**src/rtl/div_reservation_station.sv**
```systemverilog
// Divider reservation station: holds dispatched divide ops until both operands arrive, then issues the oldest ready op.
// Optional combinational dispatch bypass is enabled by defining DIV_RS_BYPASS_EN.
module div_reservation_station #(
    parameter int ROBsize    = 32,
    parameter int ROBsizeLog = $clog2(ROBsize + 1),
    parameter int RSsize     = 4
) (
    input  logic                  clk_i,
    input  logic                  reset_i,
    input  logic                  flush_i,
    input  logic                  dispatchValid_i,
    input  logic [63:0]           dispatchVal1_i,
    input  logic                  dispatchVal1Ready_i,
    input  logic [ROBsizeLog-1:0] dispatchVal1Tag_i,
    input  logic [63:0]           dispatchVal2_i,
    input  logic                  dispatchVal2Ready_i,
    input  logic [ROBsizeLog-1:0] dispatchVal2Tag_i,
    input  logic [9:0]            dispatchCommands_i,
    input  logic [ROBsizeLog-1:0] dispatchTag_i,
    output logic                  full_o,
    input  logic                  cdbValid_i,
    input  logic [ROBsizeLog-1:0] cdbTag_i,
    input  logic [63:0]           cdbVal_i,
    output logic [63:0]           reservationStationVal1_o,
    output logic [63:0]           reservationStationVal2_o,
    output logic [9:0]            reservationStationCommands_o,
    output logic [ROBsizeLog-1:0] reservationStationTag_o,
    output logic                  readyRS_o,
    input  logic                  stallRS_i
);
    localparam int IW = $clog2(RSsize);

    logic [RSsize-1:0]     valid_reg;
    logic [RSsize-1:0]     v1_rdy_reg;
    logic [RSsize-1:0]     v2_rdy_reg;
    logic [IW-1:0]         age_reg [RSsize];
    logic [63:0]           v1_reg  [RSsize];
    logic [63:0]           v2_reg  [RSsize];
    logic [ROBsizeLog-1:0] t1_reg  [RSsize];
    logic [ROBsizeLog-1:0] t2_reg  [RSsize];
    logic [9:0]            cmd_reg [RSsize];
    logic [ROBsizeLog-1:0] tag_reg [RSsize];

    logic [RSsize-1:0] entry_ready;
    logic              any_ready;
    logic [IW-1:0]     sel_idx;
    logic [IW-1:0]     sel_age;
    logic              free_found;
    logic [IW-1:0]     alloc_idx;
    logic              disp_v1_rdy;
    logic              disp_v2_rdy;
    logic [63:0]       disp_v1;
    logic [63:0]       disp_v2;
    logic              bypass;
    logic              issue;
    logic              dispatch_write;

    assign full_o = &valid_reg;

    // Operands may be satisfied by a CDB broadcast in the dispatch cycle itself.
    assign disp_v1_rdy = dispatchVal1Ready_i | (cdbValid_i & (cdbTag_i == dispatchVal1Tag_i));
    assign disp_v2_rdy = dispatchVal2Ready_i | (cdbValid_i & (cdbTag_i == dispatchVal2Tag_i));
    assign disp_v1     = dispatchVal1Ready_i ? dispatchVal1_i : cdbVal_i;
    assign disp_v2     = dispatchVal2Ready_i ? dispatchVal2_i : cdbVal_i;

    assign entry_ready = valid_reg & v1_rdy_reg & v2_rdy_reg;

    // Oldest ready entry wins; ages are unique among valid entries.
    always_comb begin
        any_ready = 1'b0;
        sel_idx   = '0;
        sel_age   = '0;
        for (int i = 0; i < RSsize; i++) begin
            if (entry_ready[i] && (!any_ready || age_reg[i] > sel_age)) begin
                any_ready = 1'b1;
                sel_idx   = IW'(i);
                sel_age   = age_reg[i];
            end
        end
    end

    always_comb begin
        free_found = 1'b0;
        alloc_idx  = '0;
        for (int i = RSsize - 1; i >= 0; i--) begin
            if (!valid_reg[i]) begin
                free_found = 1'b1;
                alloc_idx  = IW'(i);
            end
        end
    end

`ifdef DIV_RS_BYPASS_EN
    assign bypass = ~any_ready & dispatchValid_i & ~full_o & ~flush_i & disp_v1_rdy & disp_v2_rdy;
`else
    assign bypass = 1'b0;
`endif

    assign readyRS_o      = any_ready | bypass;
    assign issue          = any_ready & ~stallRS_i;
    assign dispatch_write = dispatchValid_i & free_found & ~flush_i & ~(bypass & ~stallRS_i);

    always_comb begin
        reservationStationVal1_o     = '0;
        reservationStationVal2_o     = '0;
        reservationStationCommands_o = '0;
        reservationStationTag_o      = '0;
        if (any_ready) begin
            reservationStationVal1_o     = v1_reg[sel_idx];
            reservationStationVal2_o     = v2_reg[sel_idx];
            reservationStationCommands_o = cmd_reg[sel_idx];
            reservationStationTag_o      = tag_reg[sel_idx];
        end else if (bypass) begin
            reservationStationVal1_o     = disp_v1;
            reservationStationVal2_o     = disp_v2;
            reservationStationCommands_o = dispatchCommands_i;
            reservationStationTag_o      = dispatchTag_i;
        end
    end

    generate
        for (genvar gi = 0; gi < RSsize; gi++) begin : g_entry
            logic          wake1;
            logic          wake2;
            logic          is_alloc;
            logic          is_issued;
            logic [IW-1:0] age_next;

            assign wake1     = cdbValid_i & ~v1_rdy_reg[gi] & (t1_reg[gi] == cdbTag_i);
            assign wake2     = cdbValid_i & ~v2_rdy_reg[gi] & (t2_reg[gi] == cdbTag_i);
            assign is_alloc  = dispatch_write & (alloc_idx == IW'(gi));
            assign is_issued = issue & (sel_idx == IW'(gi));
            // Age is the rank among valid entries: older survivors close the gap left by an issue.
            assign age_next  = age_reg[gi]
                             - IW'(issue && (age_reg[gi] > sel_age))
                             + IW'(dispatch_write);

            always_ff @(posedge clk_i or posedge reset_i) begin
                if (reset_i) begin
                    valid_reg[gi]  <= 1'b0;
                    v1_rdy_reg[gi] <= 1'b0;
                    v2_rdy_reg[gi] <= 1'b0;
                    age_reg[gi]    <= '0;
                end else if (flush_i) begin
                    valid_reg[gi]  <= 1'b0;
                end else if (is_alloc) begin
                    valid_reg[gi]  <= 1'b1;
                    v1_rdy_reg[gi] <= disp_v1_rdy;
                    v2_rdy_reg[gi] <= disp_v2_rdy;
                    age_reg[gi]    <= '0;
                end else if (valid_reg[gi]) begin
                    if (is_issued) begin
                        valid_reg[gi] <= 1'b0;
                    end else begin
                        if (wake1) v1_rdy_reg[gi] <= 1'b1;
                        if (wake2) v2_rdy_reg[gi] <= 1'b1;
                        age_reg[gi] <= age_next;
                    end
                end
            end

            // Payload carries no reset; it is only observed through valid entries.
            always_ff @(posedge clk_i) begin
                if (is_alloc) begin
                    v1_reg[gi]  <= disp_v1;
                    v2_reg[gi]  <= disp_v2;
                    t1_reg[gi]  <= dispatchVal1Tag_i;
                    t2_reg[gi]  <= dispatchVal2Tag_i;
                    cmd_reg[gi] <= dispatchCommands_i;
                    tag_reg[gi] <= dispatchTag_i;
                end else if (valid_reg[gi]) begin
                    if (wake1) v1_reg[gi] <= cdbVal_i;
                    if (wake2) v2_reg[gi] <= cdbVal_i;
                end
            end
        end
    endgenerate

endmodule

```
**config.mk**
```make
export PLATFORM = sky130hd
export DESIGN_NAME = div_reservation_station
export DESIGN_NICKNAME = d
export VERILOG_FILES = /design/src/rtl/div_reservation_station.sv
export SDC_FILE = /design/constraint.sdc
export NUM_CORES = 1
export LEC_CHECK = 0
export CORE_MARGIN = 2
export CORE_UTILIZATION = 55
export DETAILED_ROUTE_END_ITERATION = 10
export GPL_TIMING_DRIVEN = 0
export PLACE_DENSITY = 0.78
export SLEW_MARGIN = 20
export SYNTH_ARGS = -nofsm -noshare
export SYNTH_HDL_FRONTEND = slang
export SYNTH_SLANG_ARGS = --single-unit
```
**constraint.sdc**
```tcl
create_clock -name clk_i -period 20.3 [get_ports clk_i]
set_clock_uncertainty 0.1 [all_clocks]
set_input_delay 2.03 -clock clk_i [delete_from_list [all_inputs] [get_ports clk_i]]
set_output_delay 2.03 -clock clk_i [all_outputs]
set_load 0.02 [all_outputs]
```
* Word-level counts from Yosys, hierarchy flattened
Memories as Yosys holds them, arrays and structs flattened. Cells that the tools add are included.
Storage, ports and cells: bits in writable memories 624, register bits after elaboration 20, input bits 234, memories 6, output and inout port bits 146
Memories:
- v1_reg | words 4, width 64, read ports 1, clocked after Yosys merged registers in 0, write ports 4, RTL line 37 | logic [63:0] v1_reg [RSsize];
- v2_reg | words 4, width 64, read ports 1, clocked after Yosys merged registers in 0, write ports 4, RTL line 38 | logic [63:0] v2_reg [RSsize];
- cmd_reg | words 4, width 10, read ports 1, clocked after Yosys merged registers in 0, write ports 1, RTL line 41 | logic [9:0] cmd_reg [RSsize];
- t1_reg | words 4, width 6, read ports 4, clocked after Yosys merged registers in 0, write ports 1, RTL line 39 | logic [ROBsizeLog-1:0] t1_reg [RSsize];
- t2_reg | words 4, width 6, read ports 4, clocked after Yosys merged registers in 0, write ports 1, RTL line 40 | logic [ROBsizeLog-1:0] t2_reg [RSsize];
- tag_reg | words 4, width 6, read ports 1, clocked after Yosys merged registers in 0, write ports 1, RTL line 42 | logic [ROBsizeLog-1:0] tag_reg [RSsize];
Operators by class: muxes and demuxes 169, bitwise logic cells 51, add/sub/neg operators 8, reduce and logical (&&, ||, !) cells 52, magnitude comparators 7, equal/unequal tests 20
Operators by type and width (count):
- $mux 64 | 12
- $mux 1 | 109
- $mux 2 | 34
- $eq 6x6->1 | 10
- $mux 6 | 10
- $reduce_or 6->1 | 9
- $mux 10 | 4
- $reduce_and 4->1 | 9
- $reduce_or 10->1 | 3
- $and 1x1->1 | 29
- $reduce_bool 2->1 | 12
- $gt 2x2->1 | 7
- $reduce_and 3->1 | 4
- $not 1->1 | 10
- $or 1x1->1 | 10
- $add 2x1->2 | 4
- $and 4x4->4 | 2
- $eq 2x2->1 const B | 4
- $ne 2x2->1 const B | 4
- $sub 2x1->2 | 4
- $logic_and 1x1->1 | 7
- $eq 2x1->1 const B | 2
- $logic_not 2->1 | 2
- $logic_not 1->1 | 3
- $logic_or 1x1->1 | 3

* Logic depth before layout (Yosys ltp)
word-level depth 22, mapped depth 35, mapped depth without buffers 30

* Worst setup path before layout
No wires, ideal clock.
path type input port to flip-flop, from input port flush_i, to memory v1_reg[0][0] (enable), required time 19.625 ns, stages 2, data arrival time 6.787 ns, path slack 12.838 ns, path buffers 0, cell sequence o21bai_1 > o21ai_0
RTL lines:
- from (decl) | RTL line 10 | input logic flush_i,
- to (decl) | RTL line 37

* Worst setup path in the final report
from register valid_reg[0], to output port reservationStationVal2_o[58]
On the way: longest elaborated chain between the ends 17, elaborated cells between the ends (all ways) 26, those cells by class order compare (3); mux (11); bitwise (2); reduce/logical (9); memory (1)
RTL lines:
- from (decl) | RTL line 33 | logic [RSsize-1:0] valid_reg;
- from (signal, indexed assignment) | RTL line 140 | valid_reg[gi] <= 1'b0;
- from (signal, indexed assignment) | RTL line 145 | valid_reg[gi] <= 1'b0;
- from (signal, indexed assignment) | RTL line 147 | valid_reg[gi] <= 1'b1;
- $and 4x4->4 (*) (2 in a row) | RTL line 66 | assign entry_ready = valid_reg & v1_rdy_reg & v2_rdy_reg;
- $mux 2 or $mux 1 (tied branches) | RTL line 74 | if (entry_ready[i] && (!any_ready || age_reg[i] > sel_age)) begin
- $gt 2x2->1 or $logic_not 1->1 (tied branches) | RTL line 74
- $logic_or 1x1->1 | RTL line 74
- $logic_and 1x1->1 | RTL line 74
- $mux 2 or $mux 1 (tied branches) | RTL line 74
- $gt 2x2->1 or $logic_not 1->1 (tied branches) | RTL line 74
- $logic_or 1x1->1 | RTL line 74
- $logic_and 1x1->1 | RTL line 74
- $mux 2 or $mux 1 (tied branches) | RTL line 74
- $gt 2x2->1 or $logic_not 1->1 (tied branches) | RTL line 74
- $logic_or 1x1->1 | RTL line 74
- $logic_and 1x1->1 | RTL line 74
- $mux 2 | RTL line 74
- $mem_v2 4x64
- $mux 64 (*) | RTL line 108 | if (any_ready) begin
- to (decl) | RTL line 25 | output logic [63:0] reservationStationVal2_o,
Every way passes the cells marked *; elsewhere a longest branch is shown, timed or not.

==> impl_metrics.env <==
export IMPL_dp_hpwl_um=64300
export IMPL_syn_mean_instance_area_sq_um=15.3
export IMPL_synth_simple_area_share_pct=7.31
export IMPL_synth_common_cells="edfxtp_1, mux2_2, nand2b_1"
export IMPL_core_area_sq_mm=0.0600
export IMPL_clk_pin_slew_worst_paths_ns=0.07
export IMPL_drtPass1Iterations=5
export IMPL_p_per_area_mw_per_mm2=78.2
export IMPL_synth_area_leaders="edfxtp_1, mux2_2, mux2_4"
export IMPL_required_ns=18.17
export IMPL_cts_root_buf="clkbuf_16"
export IMPL_io_buffer_count=373
export IMPL_htree_levels=3
export IMPL_post_cts_buffers=0
export IMPL_cpPeakStageDelay_ns=0.91
export IMPL_ys_types=57
export IMPL_synth_edf_count=624
export IMPL_r2r_setup_slack_ns=11.52
export IMPL_critPathMostFrequentCell="buf_2"
export IMPL_start_util_pct=55.3
export IMPL_max_freq_mhz=92.9
export IMPL_dp_cells=3344
export IMPL_synthAdderAreaFrac_pct=0.829
export IMPL_pre_cts_slack_ns=10.39
export IMPL_cts_tree="built"
export IMPL_worstMarginPinSlew_ns=1.17
export IMPL_synth_top_area_share_pct=56.5
export IMPL_max_slew_margin_rel_pct=22.1
export IMPL_multi_input_area_sq_mm=0.0130
export IMPL_grt_max_degree=42
export IMPL_synth_top_family_by_area="multiplexers"
export IMPL_fin_nets=2889
export IMPL_cts_resized=0
export IMPL_synth_xor_area_share_pct=1.69
export IMPL_cts_sinks=644
export IMPL_synth_largest_area_cell="edfxtp_1"
export IMPL_holdCritPathClass="register to register"
export IMPL_antenna_found_initial=19
export IMPL_synth_compound_area_share_pct=5.49
export IMPL_yosys_warnings=0
export IMPL_ant_nets=0
export IMPL_worstSetupPathType="register to output pin"
export IMPL_synth_area_mux_share_pct=23.7
export IMPL_filler_cell_count=4181
export IMPL_rsz0062_at_grt="no"
export IMPL_cp_start_kind="register"
export IMPL_instances_no_fill=3480
export IMPL_tns_ns=0
export IMPL_synth_most_common_cell="edfxtp_1"
export IMPL_placementRows=90
export IMPL_seq_area_sq_mm=0.0192
export IMPL_synth_area_sq_mm=0.0332
export IMPL_io_pins=380
export IMPL_critPathArrivalTime_ns=8.64
export IMPL_final_min_clock_period_ns=10.77
export IMPL_vias=21600
export IMPL_reg2reg_from="valid_reg[0]$_DFF_PP0_"
export IMPL_overflow=0
export IMPL_ctsHoldBuffers=0
export IMPL_synthArstFlopShare_pct=3.11
export IMPL_timing_rr_end="age_reg[5]$_DFFE_PP0P_"
export IMPL_hold_violations=0
export IMPL_routed_via_density=6.21
export IMPL_drt_iter0_drc=1935
export IMPL_end_kind="output pin"
export IMPL_syn_nets=2430
export IMPL_drv_slew=0
export IMPL_status="completed"
export IMPL_die_y_um=250
export IMPL_grt_pass1_vias=22300
export IMPL_die_w_um=250
export IMPL_grt_total_usage_pct=30.3
export IMPL_drive_above_1_share_pct=31.9
export IMPL_synth_yosys_seq_area_share_pct=58.0
export IMPL_cpMaxStageDelayCell="clkbuf_1"
export IMPL_cts_buffers=69
export IMPL_syn_instance_count=2174
export IMPL_critPathMaxFanout=10
export IMPL_critPathCapture="reservationStationVal2_o[58]"
export IMPL_place_gp_congestion=0.889
export IMPL_worstSkewPairLatency_ns=0.62
export IMPL_die_area_sq_mm=0.0623
export IMPL_post_route_period_util_pct=53.0
export IMPL_setup_viol=0
export IMPL_synth_flop_cell="edfxtp_1"
export IMPL_synthToLayoutAreaGrowth_pct=22.3
export IMPL_ir_drop_mv=0.0536
export IMPL_r2r_cells=33
export IMPL_grt_first_pass_wirelength_um=140000
export IMPL_setup_ws_ns=9.53
export IMPL_drc=0
export IMPL_p_leak_nw=14.3
export IMPL_startpoint="valid_reg[0]$_DFF_PP0_"
export IMPL_clk_path_buf_depth=3
export IMPL_synth_seq_cells=644
export IMPL_cap_viol_max_count=0
export IMPL_wl_um=96500
export IMPL_wire_per_inst_um=27.7
## power by group
group | switching (W) | leakage (nW) | internal (W)
Sequential | 0.0000148 | 5.94 | 0.00151
Combinational | 0.000201 | 7.32 | 0.000211
Clock | 0.000532 | 1.07 | 0.000708
## routing by layer
layer,wire (um),GRT usage (%),vias up
met5,103,0,-
met3,8020,6.57,183
li1,-,-,9462
met2,48500,51.9,942
met1,36700,37.5,11000
met4,3150,11.5,16
## cells in the final DEF (no fill, tap or decap), types with 6 or more instances in the layout
master / n
a21oi_1: 15
a2bb2oi_1: 6
a32o_1: 144
and2_1: 6
and3_1: 8
buf_1: 9
buf_12: 15
buf_16: 13
buf_2: 52
clkbuf_1: 90
clkbuf_16: 74
clkdlybuf4s50_1: 373
clkinv_1: 15
clkinv_2: 11
dfrtp_1: 20
diode_2: 12
edfxtp_1: 624
ha_1: 22
inv_1: 23
mux2_2: 537
mux2_4: 120
nand2_1: 20
nand2_4: 6
nand2b_1: 149
nand3_1: 9
nand4_1: 8
nor2_1: 14
nor3_1: 16
or3_1: 146
xnor2_1: 25
xor2_1: 39
## worst max-delay path: cells and delay by family (launching register included)
kind / cells / cell delay, ns
and+or+nand+nor: 7 / 1.19
buffers and inverters: 7 / 3.47
DFF: 1 / 0.32
adders and majority gates: 3 / 0.86
AOI/OAI and AO/OA: 8 / 2.17
## through the flow
| stage | hold WS [ns] | util [%] | instance area, sq um | power, W |
|---|---|---|---|---|
| finish | 0.475 | 67.6 | 40600 | 0.00318 |
| global route | 0.506 | 67.6 | 40600 | 0.00326 |
| CTS | 0.479 | 67.6 | 40600 | 0.00318 |
| detailed placement | 0.470 | 63.9 | 38400 | 0.00196 |
| global placement | 0.444 | 63.1 | 37900 | 0.00194 |
| floorplan | 0.403 | - | 33200 | 0.00178 |
## worst min path at each step
| stage | endpoint | slack (ns) | cells after the start | startpoint |
|---|---|---|---|---|
| after floorplan | age_reg[1]$_DFFE_PP0P_ | 0.40 | 1 | age_reg[1]$_DFFE_PP0P_ |
| after global placement | v2_rdy_reg[3]$_DFFE_PP0P_ | 0.44 | 1 | v2_rdy_reg[3]$_DFFE_PP0P_ |
| after detailed placement | age_reg[1]$_DFFE_PP0P_ | 0.47 | 1 | age_reg[1]$_DFFE_PP0P_ |
| after CTS | age_reg[1]$_DFFE_PP0P_ | 0.48 | 1 | age_reg[1]$_DFFE_PP0P_ |
| after global routing | v1_rdy_reg[3]$_DFFE_PP0P_ | 0.51 | 1 | v1_rdy_reg[3]$_DFFE_PP0P_ |
| final | age_reg[1]$_DFFE_PP0P_ | 0.47 | 1 | age_reg[1]$_DFFE_PP0P_ |
## kinds of logic after synthesis
| kind of cell | count (synthesis) |
|---|---|
| DFF | 644 |
| muxes | 659 |
| buffers and inverters | 182 |
| xor gates and xnor gates | 64 |
| adders and majority gates | 22 |
| AOI/OAI and AO/OA | 198 |
| and+or+nand+nor | 405 |
## cell type report
| cell class | instances | area share (%) |
|---|---|---|
| inverters | 26 | 0.240 |
| flip-flops and latches | 644 | 47.4 |
| multi-input cells | 1348 | 32.1 |
| clock inverters | 35 | 0.647 |
| plain buffers | 156 | 2.22 |
| clock buffers | 89 | 4.73 |
| diodes | 12 | 0.0740 |
| repair buffers | 388 | 10.2 |
| well taps | 782 | 2.41 |
Note: power is estimated with default switching activity, not from simulation.
